File: config.mk
export PLATFORM = sky130hd
export DESIGN_NAME = counter_ctrl
export DESIGN_NICKNAME = d
export VERILOG_FILES = /design/src/rtl/counter_ctrl.sv
export SDC_FILE = /design/constraint.sdc
export NUM_CORES = 1
export LEC_CHECK = 0
export ABC_AREA = 1
export BUFFER_PORTS_ARGS = -buffer_cell sky130_fd_sc_hd__buf_2
export CAP_MARGIN = 20
export CORE_MARGIN = 1.5
export CORE_UTILIZATION = 29
export CTS_BUF_LIST = sky130_fd_sc_hd__clkbuf_2 sky130_fd_sc_hd__clkbuf_4 sky130_fd_sc_hd__clkbuf_8
export CTS_CLUSTER_DIAMETER = 150
export DETAILED_ROUTE_END_ITERATION = 8
export PLACE_DENSITY_LB_ADDON = 0.15
export SKIP_LAST_GASP = 1
export SLEW_MARGIN = 20
export SYNTH_ARGS = -nofsm -noshare
export SYNTH_HDL_FRONTEND = slang
export SYNTH_SLANG_ARGS = --single-unit
File: constraint.sdc
create_clock -name clk -period 2.7 [get_ports clk]
set_input_delay 0.81 -clock clk [delete_from_list [all_inputs] [get_ports clk]]
set_output_delay 0.81 -clock clk [all_outputs]
set_load 0.02 [all_outputs]
File: src/rtl/counter_ctrl.sv
// Push-button front end for the 4-bit universal counter.
// It synchronises and debounces four raw buttons and turns presses into
// toggles and strobes. A programmable tick divider paces the count steps.
module counter_ctrl #(
  parameter int unsigned DEBOUNCE_CYCLES = 4,
  parameter int unsigned TICK_DIV        = 8
) (
  input  logic clk,
  input  logic rst_n,
  input  logic btn_clear,
  input  logic btn_mode,
  input  logic btn_dir,
  input  logic btn_pause,
  output logic clear,
  output logic mode,
  output logic incr,
  output logic pause,
  output logic running
);

  localparam int unsigned NB      = 4;
  localparam int unsigned CW      = (DEBOUNCE_CYCLES > 1) ? $clog2(DEBOUNCE_CYCLES) : 1;
  localparam int unsigned DW      = (TICK_DIV > 1) ? $clog2(TICK_DIV) : 1;
  localparam int unsigned B_CLEAR = 0;
  localparam int unsigned B_MODE  = 1;
  localparam int unsigned B_DIR   = 2;
  localparam int unsigned B_PAUSE = 3;

  logic [NB-1:0] raw;
  logic [NB-1:0] sync1;
  logic [NB-1:0] sync2;
  logic [NB-1:0] stable;
  logic [NB-1:0] stable_d;
  logic [NB-1:0] press_c;
  logic [CW-1:0] db_cnt [NB];
  logic [DW-1:0] div;
  logic          div_last_c;
  logic          step_c;

  assign raw = {btn_pause, btn_dir, btn_mode, btn_clear};

  // Two-flop synchroniser for the asynchronous button inputs
  always_ff @(posedge clk or negedge rst_n) begin
    if (!rst_n) begin
      sync1 <= '0;
      sync2 <= '0;
    end else begin
      sync1 <= raw;
      sync2 <= sync1;
    end
  end

  // Debouncer: a new level is accepted after DEBOUNCE_CYCLES consecutive mismatches
  always_ff @(posedge clk or negedge rst_n) begin
    if (!rst_n) begin
      stable   <= '0;
      stable_d <= '0;
      for (int i = 0; i < NB; i++) db_cnt[i] <= '0;
    end else begin
      stable_d <= stable;
      for (int i = 0; i < NB; i++) begin
        if (sync2[i] != stable[i]) begin
          if (db_cnt[i] == CW'(DEBOUNCE_CYCLES - 1)) begin
            stable[i] <= sync2[i];
            db_cnt[i] <= '0;
          end else begin
            db_cnt[i] <= db_cnt[i] + CW'(1);
          end
        end else begin
          db_cnt[i] <= '0;
        end
      end
    end
  end

  // A press is a rising edge of the debounced level; releases are ignored
  assign press_c = stable & ~stable_d;

  // The step is due on the last divider count of each running period
  assign div_last_c = (div == DW'(TICK_DIV - 1));
  assign step_c     = running & div_last_c;

  // Tick divider: it advances only while running, and a clear press restarts it
  always_ff @(posedge clk or negedge rst_n) begin
    if (!rst_n) begin
      div <= '0;
    end else if (press_c[B_CLEAR]) begin
      div <= '0;
    end else if (running) begin
      div <= div_last_c ? '0 : div + DW'(1);
    end
  end

  // Registered counter controls. A clear press drops any step that is due in the same cycle.
  always_ff @(posedge clk or negedge rst_n) begin
    if (!rst_n) begin
      clear   <= 1'b0;
      mode    <= 1'b1;
      incr    <= 1'b1;
      pause   <= 1'b1;
      running <= 1'b0;
    end else begin
      clear <= press_c[B_CLEAR];
      pause <= ~(step_c & ~press_c[B_CLEAR]);
      if (press_c[B_MODE])  mode    <= ~mode;
      if (press_c[B_DIR])   incr    <= ~incr;
      if (press_c[B_PAUSE]) running <= ~running;
    end
  end

endmodule

==> out/summary.txt, run 1 <==
Non-filler instance count after layout -> 185
Peak supply drop -> 0.283 mV
Post-CTS Resized -> 0
Avg Synthesized Cell Area -> 10.3 um2
DR vias -> 738
CP startpoint kind -> flop
Setup bufs post-CTS -> 0
Final hold violation count -> 0
Synth warn -> 0
Critical path fanouts, max -> 3
Worst Path Required -> 1.89 ns
Layout Area Growth over Synthesis -> 17.1%
Fillers -> 414
Final Routed Wirelength -> 1730 um
Core ar. -> 0.00400 mm2
Cell taking the most area after synthesis -> dfrtp_1
Clk slew on worst S/H paths -> 0.07 ns
IO Count -> 11
CP peak stage delay -> 0.53 ns
H-tree depth -> 2
Rows -> 23
Critical Path End Type -> primary output
Max-cap viol count -> 0
WP buf/inv -> 1
Storage element area -> 805 um2
Clock sinks -> 32
Post-synthesis instance area -> 0.00120 mm2
Compound-Gate Fraction of Synth Area -> 2.92%
Initial DRC count -> 21
Cts bufs inserted -> 5
Clk Latency, worst-skew pair -> 0.28 ns
Drt via density -> 3.99
Post-route setup TNS -> 0 ns
Cells after synthesis -> 117
Die Footprint -> 0.00454 mm2
Ranking of synthesized cells by area -> dfrtp_1, nand2_1, dfstp_2
Status -> completed
Pin count of the biggest net entering global routing -> 33
Simple-Gate Fraction of Synth Area -> 17.6%
GRT Overall Usage -> 10.6%
Tcrit/Tclk final -> 66.0%
Area taken by multi-input logic gates -> 322 um2
Net Count, Synth -> 129
Pleak -> 0.757 nW
Skew final -> 0.00345 ns
Most frequent cells in the layout -> dfrtp_1, nand2_1, inv_1, nor2_1, buf_2
Hold Crit Class -> flop to flop
Multiplexer share of the synthesized area -> 0%
Sequential-to-total area share from yosys stat -> 67.0%
# diodes -> 0
Slew Limit Fails -> 0
First-pass GRT wire length -> 3430 um
CTS tree -> done
Crit path cell chain -> buf_2
Slowest cell on the critical path -> dfstp_2
Initial Util -> 30.0%
Fmax -> 561 MHz
Seq cells post-synth -> 32
Crit path time final -> 1.78 ns
Grt ovf -> 0
Post-Synth XOR/XNOR Area -> 0%
RSZ-0062 raised after global routing -> false
Cts hold-fix bufs -> 0
Max-slew headroom -> 54.3%
Nets -> 146
Commonest non-fill, non-tap cell in the layout -> dfrtp_1
Drt first pass iters -> 4
Fin Hold WS -> 0.350 ns
Die width -> 67.4 um
Arrival @ worst endpoint -> 0.97 ns
Clk Tree Root Cell -> clkbuf_8
Vias in the first global route -> 789
Initial antenna violation count -> 0
DRT antenna net count -> 0
Post-DP HPWL -> 1200 um
Clock Path Buffers -> 2
Kind of cell adding the most delay to the critical path -> flip-flops
Final setup vio count -> 0
Die Y -> 67.4 um
Placed instance count -> 177
Average wire per standard cell -> 9.36 um
Area share of the largest cell type after synthesis -> 60.4%
Worst Tran Pin Value -> 0.686 ns
GPL Wtd Cong -> 0.627
Port bufs -> 10
Share of layout cells above drive strength 1 -> 17.8%
Main combinational cell family by area after synthesis -> simple AND/OR/NAND/NOR gates
Final Util -> 35.2%
Adder-cell share of the synthesized area -> 6.25%
Power per Cell Area -> 1100 mW/mm2
WS Path Type -> flop to primary output
Distinct cell type count after synthesis -> 11
DRC viols -> 0
registers in the layout, summed over array words and instances (netlist names):
signal / cells
running: 1
sync2: 4
stable_d: 4
stable: 4
div: 3
incr: 1
mode: 1
db_cnt: 8
sync1: 4
pause: 1
clear: 1
final timing paths:
check,depth (start not counted),to,startpoint,slack [ns]
max,1,mode,mode,0.92
min,0,sync2[2],sync1[2],0.35
max reg2reg,4,div[2],div[0],1.58
min reg2reg,0,sync2[2],sync1[2],0.35
max in group asynchronous,1,stable_d[1],rst_n,1.69
min in group asynchronous,1,sync1[3],rst_n,0.57
metal layers:
metal | track usage, % | vias to the layer above | part of all wire, % | wire length (um)
met5 | 0 | - | 0 | 0
met1 | 12.4 | 339 | 47 | 809
met4 | 6.89 | 0 | 3.2 | 56
met3 | 5.17 | 7 | 5.9 | 103
li1 | - | 380 | - | -
met2 | 15.6 | 12 | 44 | 762
report_power, final:
part	switching, mW	leakage [nW]	internal (mW)
Combinational	0.267	0.317	0.164
Sequential	0.0847	0.389	0.657
Clock	0.166	0.0510	0.203
metrics by stage:
step                      total power [mW]  instance area (um2)  worst slack [ns]
final                                 1.54                 1410             0.917
after global routing                  1.71                 1410             0.879
after CTS                             1.57                 1410             0.897
after detailed placement              1.19                 1310              1.21
after global placement                1.16                 1310              1.22
after floorplan                       1.07                 1200              1.32
logic make-up after synthesis:
kind of cell             after synthesis
flip-flops                            32
AO/OA/AOI/OAI                          7
AND/OR/NAND/NOR                       52
adder cells (fa/ha/maj)                6
buffers and inverters                 20
cells in the mapped netlist:
| library cell | instances |
|---|---|
| dfrtp_1 | 29 |
| dfstp_2 | 3 |
| ha_1 | 6 |
| inv_1 | 19 |
| inv_2 | 1 |
| nand2_1 | 27 |
| nand2_2 | 2 |
| nand3_1 | 1 |
| nor2_1 | 18 |
| o21ai_0 | 7 |
| or2_0 | 4 |
final cells by class:
class                   count  share of cell area (%)
repair buffers             10                    3.56
inverters                  20                    5.34
multi-input cells          65                    22.9
clock buffers               6                    5.87
clock inverters             2                   0.712
well taps                  50                    4.45
flip-flops and latches     32                    57.2
No activity file was read; power rests on OpenSTA's default activity.
==> run 2: changes to the inputs <==
==> constraint.sdc (replaced) <==
create_clock -name clk -period 1.51 [get_ports clk]
set_input_delay 0.453 -clock clk [delete_from_list [all_inputs] [get_ports clk]]
set_output_delay 0.453 -clock clk [all_outputs]
set_load 0.02 [all_outputs]
==> run 2 against run 1 <==
Die area unchanged. Total power is 80% higher. Register-to-register slack lost 1.2 ns. Design area rose by 0.89%. Cell count grew 0.54%. Combinational power increased by 77%. Core utilization is 0.31 points higher. Global-route usage fell by 0.50 points. First-iteration DRC count grew 86%. Clock power grew 88%. Largest cell class unchanged. Largest power group unchanged.
==> out/summary.txt, run 2 (synthesized netlist as in run 1, its figures left out) <==
Pleak -> 0.763 nW (was 0.757 nW)
Cts bufs inserted -> 5 (unchanged)
WP buf/inv -> 1 (unchanged)
Clk slew on worst S/H paths -> 0.06 ns (was 0.07 ns)
Final setup vio count -> 0 (unchanged)
Post-DP HPWL -> 1150 um (was 1200 um)
Tcrit/Tclk final -> 94.3%
Die width -> 67.4 um (unchanged)
Initial Util -> 30.0% (unchanged)
RSZ-0062 raised after global routing -> false (unchanged)
Vias in the first global route -> 823 (was 789)
DR vias -> 746 (was 738)
Port bufs -> 10 (unchanged)
Reg with most FFs -> db_cnt (unchanged)
R2r endpoint -> div[2] (unchanged)
Critical path fanouts, max -> 3 (unchanged)
First-pass GRT wire length -> 3330 um (was 3430 um)
Pin count of the biggest net entering global routing -> 33 (unchanged)
Core ar. -> 0.00400 mm2 (unchanged)
Post-CTS Resized -> 0 (unchanged)
Most frequent cells in the layout -> dfrtp_1, nand2_1, inv_1, nor2_1, buf_2 (unchanged)
CP startpoint kind -> flop (unchanged)
IO Count -> 11 (unchanged)
H-tree depth -> 2 (unchanged)
Hold Crit Class -> input pin to asynchronous set/reset pin (was flop to flop)
Worst Path Required -> 1.06 ns (was 1.89 ns)
Slew Limit Fails -> 0 (unchanged)
Initial DRC count -> 39 (was 21)
Clk Tree Root Cell -> clkbuf_8 (unchanged)
Worst Tran Pin Value -> 0.388 ns (was 0.686 ns)
DRC viols -> 0 (unchanged)
Fmax -> 702 MHz
Fin Hold WS -> 0.181 ns (was 0.350 ns)
Critical Path End Type -> primary output (unchanged)
Arrival @ worst endpoint -> 0.97 ns (about the same)
Grt ovf -> 0 (unchanged)
Die Y -> 67.4 um (unchanged)
Crit path time final -> 1.42 ns
Final Routed Wirelength -> 1690 um (was 1730 um)
CTS tree -> done (unchanged)
Slowest cell on the critical path -> dfstp_2 (unchanged)
Crit path cell chain -> buf_2 (unchanged)
Max-slew headroom -> 74.2% (was 54.3%)
Post-route setup TNS -> 0 ns (unchanged)
Setup bufs post-CTS -> 0 (unchanged)
# diodes -> 0 (unchanged)
Drt first pass iters -> 3 (was 4)
Final hold violation count -> 0 (unchanged)
Peak supply drop -> 0.571 mV (was 0.283 mV)
Die Footprint -> 0.00454 mm2 (unchanged)
Max reg flops -> 8 (unchanged)
Rows -> 23 (unchanged)
Cts hold-fix bufs -> 0 (unchanged)
Clk Latency, worst-skew pair -> 0.28 ns (about the same)
GRT Overall Usage -> 10.1% (was 10.6%)
Max-cap viol count -> 0 (unchanged)
Share of layout cells above drive strength 1 -> 18.4% (was 17.8%)
Kind of cell adding the most delay to the critical path -> flip-flops (unchanged)
Clock Path Buffers -> 2 (unchanged)
Initial antenna violation count -> 0 (unchanged)
WS Path Type -> flop to primary output (unchanged)
Average wire per standard cell -> 9.08 um (was 9.36 um)
Skew final -> 0.00384 ns (was 0.00345 ns)
Status -> completed (unchanged)
CP peak stage delay -> 0.54 ns (was 0.53 ns)
Nets -> 147 (was 146)
Layout Area Growth over Synthesis -> 18.1% (was 17.1%)
DRT antenna net count -> 0 (unchanged)
GPL Wtd Cong -> 0.663 (was 0.627)
Reg2Reg Setup Slack -> 0.40 ns (was 1.58 ns)
Drt via density -> 4.01 (was 3.99)
Clock sinks -> 32 (unchanged)
Commonest non-fill, non-tap cell in the layout -> dfrtp_1 (unchanged)
Power per Cell Area -> 1960 mW/mm2 (was 1100 mW/mm2)
R2R cell count -> 4 (unchanged)
RR Startpoint -> div[0] (unchanged)
-- run 2: changes by cell type in the layout (fill, tap and decap cells not counted) --
cell	delta
buf_4	+1
clkbuf_4	+2
clkinv_2	-2
-- run 2: power by group --
| group | internal [mW] | switching [mW] | total [mW] | leakage, nW |
|---|---|---|---|---|
| sequential | 1.17 | 0.151 | 1.33 | 0.389 |
| clock | 0.407 | 0.287 | 0.694 | 0.0523 |
| combinational | 0.292 | 0.469 | 0.761 | 0.322 |
-- run 2: routing by layer --
metal	global-route usage [%]	vias up	share of wire [%]
li1	-	380	-
met1	11.0	346	45
met2	16.7	12	47
met3	3.50	8	4.6
met4	6.89	0	3.5
met5	0	-	0
-- run 2: worst max path at each step --
| stage | depth (start not counted) | from | endpoint | slack [ns] |
|---|---|---|---|---|
| after floorplan | 4 | div[0] | div[2] | 0.44 |
| after global placement | 1 | mode | mode | 0.39 |
| after detailed placement | 1 | mode | mode | 0.38 |
| after CTS | 1 | mode | mode | 0.07 |
| after global routing | 1 | mode | mode | 0.05 |
| final | 1 | mode | mode | 0.09 |
-- run 2: layout make-up --
type	instances	area (um2)
Timing Repair Buffer	11	57.6
Multi-Input combinational cell	65	322
Inverter	20	75.1
Tap cell	50	62.6
Sequential cell	32	805
Fill cell	391	2580
Clock buffer	8	97.6
-- run 2: per-stage QoR --
stage / utilization (%) / instances / setup slack, ns / area, um2 / power (mW)
2_1_floorplan: - / 117 / 0.436 / 1200 / 1.91
3_3_place_gp: 33.0 / 178 / 0.392 / 1320 / 2.07
3_5_place_dp: 33.0 / 178 / 0.384 / 1320 / 2.12
4_1_cts: 35.5 / 186 / 0.0745 / 1420 / 2.84
5_1_grt: 35.5 / 186 / 0.0524 / 1420 / 3.09
6_report: 35.5 / 186 / 0.0863 / 1420 / 2.78
==> run 3: changes to the inputs <==
--- a/config.mk
+++ b/config.mk
@@ -13,7 +13,9 @@
 export CTS_BUF_LIST = sky130_fd_sc_hd__clkbuf_2 sky130_fd_sc_hd__clkbuf_4 sky130_fd_sc_hd__clkbuf_8
 export CTS_CLUSTER_DIAMETER = 150
 export DETAILED_ROUTE_END_ITERATION = 8
+export GPL_ROUTABILITY_DRIVEN = 0
 export PLACE_DENSITY_LB_ADDON = 0.15
+export RECOVER_POWER = 100
 export SKIP_LAST_GASP = 1
 export SLEW_MARGIN = 20
 export SYNTH_ARGS = -nofsm -noshare
==> run 3 against run 2 <==
Sequential power hardly changed. First-iteration DRC count is 28% lower. Flip-flop and latch count stayed put. Via count is 0.13% lower.
==> out/summary.txt, run 3 (synthesized netlist as in run 1, its figures left out) <==
Status -> completed (unchanged)
Post-DP HPWL -> 1150 um (unchanged)
Slowest cell on the critical path -> dfstp_2 (unchanged)
Average wire per standard cell -> 9.09 um (was 9.08 um)
Hold Crit Class -> input pin to flop (was input pin to asynchronous set/reset pin)
Worst Tran Pin Value -> 0.762 ns (was 0.388 ns)
Final hold violation count -> 0 (unchanged)
First-pass GRT wire length -> 3330 um (unchanged)
Clk Latency, worst-skew pair -> 0.28 ns (about the same)
Worst Path Required -> 1.06 ns (about the same)
Setup bufs post-CTS -> 0 (unchanged)
Psw -> 0.906 mW (was 0.907 mW)
Non-filler instance count after layout -> 186 (unchanged)
Skew final -> 0.00421 ns (was 0.00384 ns)
Port bufs -> 10 (unchanged)
Max-slew headroom -> 49.2% (was 74.2%)
Core ar. -> 0.00400 mm2 (unchanged)
WS Path Type -> flop to primary output (unchanged)
Sw Ratio -> 32.7% (was 32.6%)
RR Startpoint -> div[0] (unchanged)
Die width -> 67.4 um (unchanged)
Initial DRC count -> 28 (was 39)
Kind of cell adding the most delay to the critical path -> flip-flops (unchanged)
RSZ-0062 raised after global routing -> false (unchanged)
Max reg flops -> 8 (unchanged)
Fin area -> 0.00141 mm2 (was 0.00142 mm2)
Register share of total power -> 47.9% (was 47.7%)
Die Footprint -> 0.00454 mm2 (unchanged)
Layout Area Growth over Synthesis -> 17.5% (was 18.1%)
Final setup vio count -> 0 (unchanged)
Max-cap viol count -> 0 (unchanged)
Crit path time final -> 1.43 ns (was 1.42 ns)
Critical Path End Type -> primary output (unchanged)
Pleak -> 0.757 nW (was 0.763 nW)
Post-CTS Resized -> 0 (unchanged)
Peak supply drop -> 0.569 mV (was 0.571 mV)
DRT antenna net count -> 0 (unchanged)
Clock share of power -> 25.1% (was 25.0%)
Placement Cell Area -> 0.00132 mm2 (unchanged)
Fmax -> 699 MHz (was 702 MHz)
DRC viols -> 0 (unchanged)
WP buf/inv -> 1 (unchanged)
Pwr Total -> 2.77 mW (was 2.78 mW)
Placed instance count -> 178 (unchanged)
Pint -> 1.86 mW (was 1.87 mW)
Power per Cell Area -> 1960 mW/mm2 (about the same)
Slew Limit Fails -> 0 (unchanged)
Crit path from -> mode (unchanged)
CP peak stage delay -> 0.54 ns (about the same)
IO Count -> 11 (unchanged)
Final Routed Wirelength -> 1690 um (about the same)
GRT Overall Usage -> 10.1% (unchanged)
Crit path cell chain -> clkbuf_2 (was buf_2)
Clk Tree Root Cell -> clkbuf_8 (unchanged)
Pin count of the biggest net entering global routing -> 33 (unchanged)
Most frequent cells in the layout -> dfrtp_1, nand2_1, inv_1, nor2_1, o21ai_0 (was dfrtp_1, nand2_1, inv_1, nor2_1, buf_2)
Post-route setup TNS -> 0 ns (unchanged)
Clock Path Buffers -> 2 (unchanged)
H-tree depth -> 2 (unchanged)
Clk slew on worst S/H paths -> 0.06 ns (about the same)
Initial Util -> 30.0% (unchanged)
Nets -> 147 (unchanged)
CP startpoint kind -> flop (unchanged)
Share of layout cells above drive strength 1 -> 16.2% (was 18.4%)
Cts bufs inserted -> 5 (unchanged)
Clock sinks -> 32 (unchanged)
DR vias -> 745 (was 746)
Cts hold-fix bufs -> 0 (unchanged)
Initial antenna violation count -> 0 (unchanged)
CTS tree -> done (unchanged)
Arrival @ worst endpoint -> 0.98 ns (was 0.97 ns)
# diodes -> 0 (unchanged)
Drt via density -> 4.01 (about the same)
Die Y -> 67.4 um (unchanged)
Min-delay src -> btn_mode
Tcrit/Tclk final -> 94.8% (was 94.3%)
Vias in the first global route -> 823 (unchanged)
Drt first pass iters -> 3 (unchanged)
Reg with most FFs -> db_cnt (unchanged)
Commonest non-fill, non-tap cell in the layout -> dfrtp_1 (unchanged)
Rows -> 23 (unchanged)
Grt ovf -> 0 (unchanged)
Critical path fanouts, max -> 3 (unchanged)
Combinational share of power -> 27.0% (was 27.4%)
run 3: cell types whose count changed in the layout (fill, tap and decap cells not counted):
cell | previous run | this run
buf_2 | 10 | 5
clkbuf_2 | 0 | 4
clkbuf_1 | 0 | 2
buf_4 | 1 | 0
nand2_1 | 27 | 28
nand2_2 | 2 | 1
run 3: area by class of cell:
| cell class | count | area (um2) |
|---|---|---|
| Inverter | 20 | 75.1 |
| Sequential cell | 32 | 805 |
| Multi-Input combinational cell | 65 | 319 |
| Clock buffer | 8 | 97.6 |
| Tap cell | 50 | 62.6 |
| Fill cell | 392 | 2590 |
| Timing Repair Buffer | 11 | 52.6 |
run 3: power groups by stage:
| stage | clock (mW) | combinational [mW] | sequential, mW |
|---|---|---|---|
| final | 0.694 | 0.748 | 1.33 |
| after floorplan | 0 | 0.522 | 1.39 |
| after global routing | 0.757 | 0.942 | 1.38 |
| after detailed placement | 0 | 0.775 | 1.35 |
| after CTS | 0.726 | 0.780 | 1.33 |
| after global placement | 0 | 0.739 | 1.33 |
run 3: per-layer routing:
layer / wire length [um] / track usage, %
met1: 768 / 11.0
met2: 783 / 16.7
met3: 78 / 3.50
met4: 59 / 6.89
met5: 0 / 0
run 3: stage by stage:
step / utilization [%] / hold WS, ns / setup WS [ns]
after detailed placement: 33.0 / 0.335 / 0.384
final: 35.3 / 0.281 / 0.0791
after floorplan: - / 0.157 / 0.436
after CTS: 35.5 / 0.192 / 0.0745
after global placement: 33.0 / 0.334 / 0.392
after global routing: 35.3 / 0.272 / 0.0515
run 3: final timing paths:
path                       endpoint  slack [ns]  cells past startpoint
setup / recovery               mode        0.08                      1
hold / removal             sync1[1]        0.28                      1
setup reg to reg             div[2]        0.40                      4
hold reg to reg            sync2[0]        0.35                      0
max in group asynchronous  sync1[2]        0.71                      2
min in group asynchronous  sync1[3]        0.32                      2
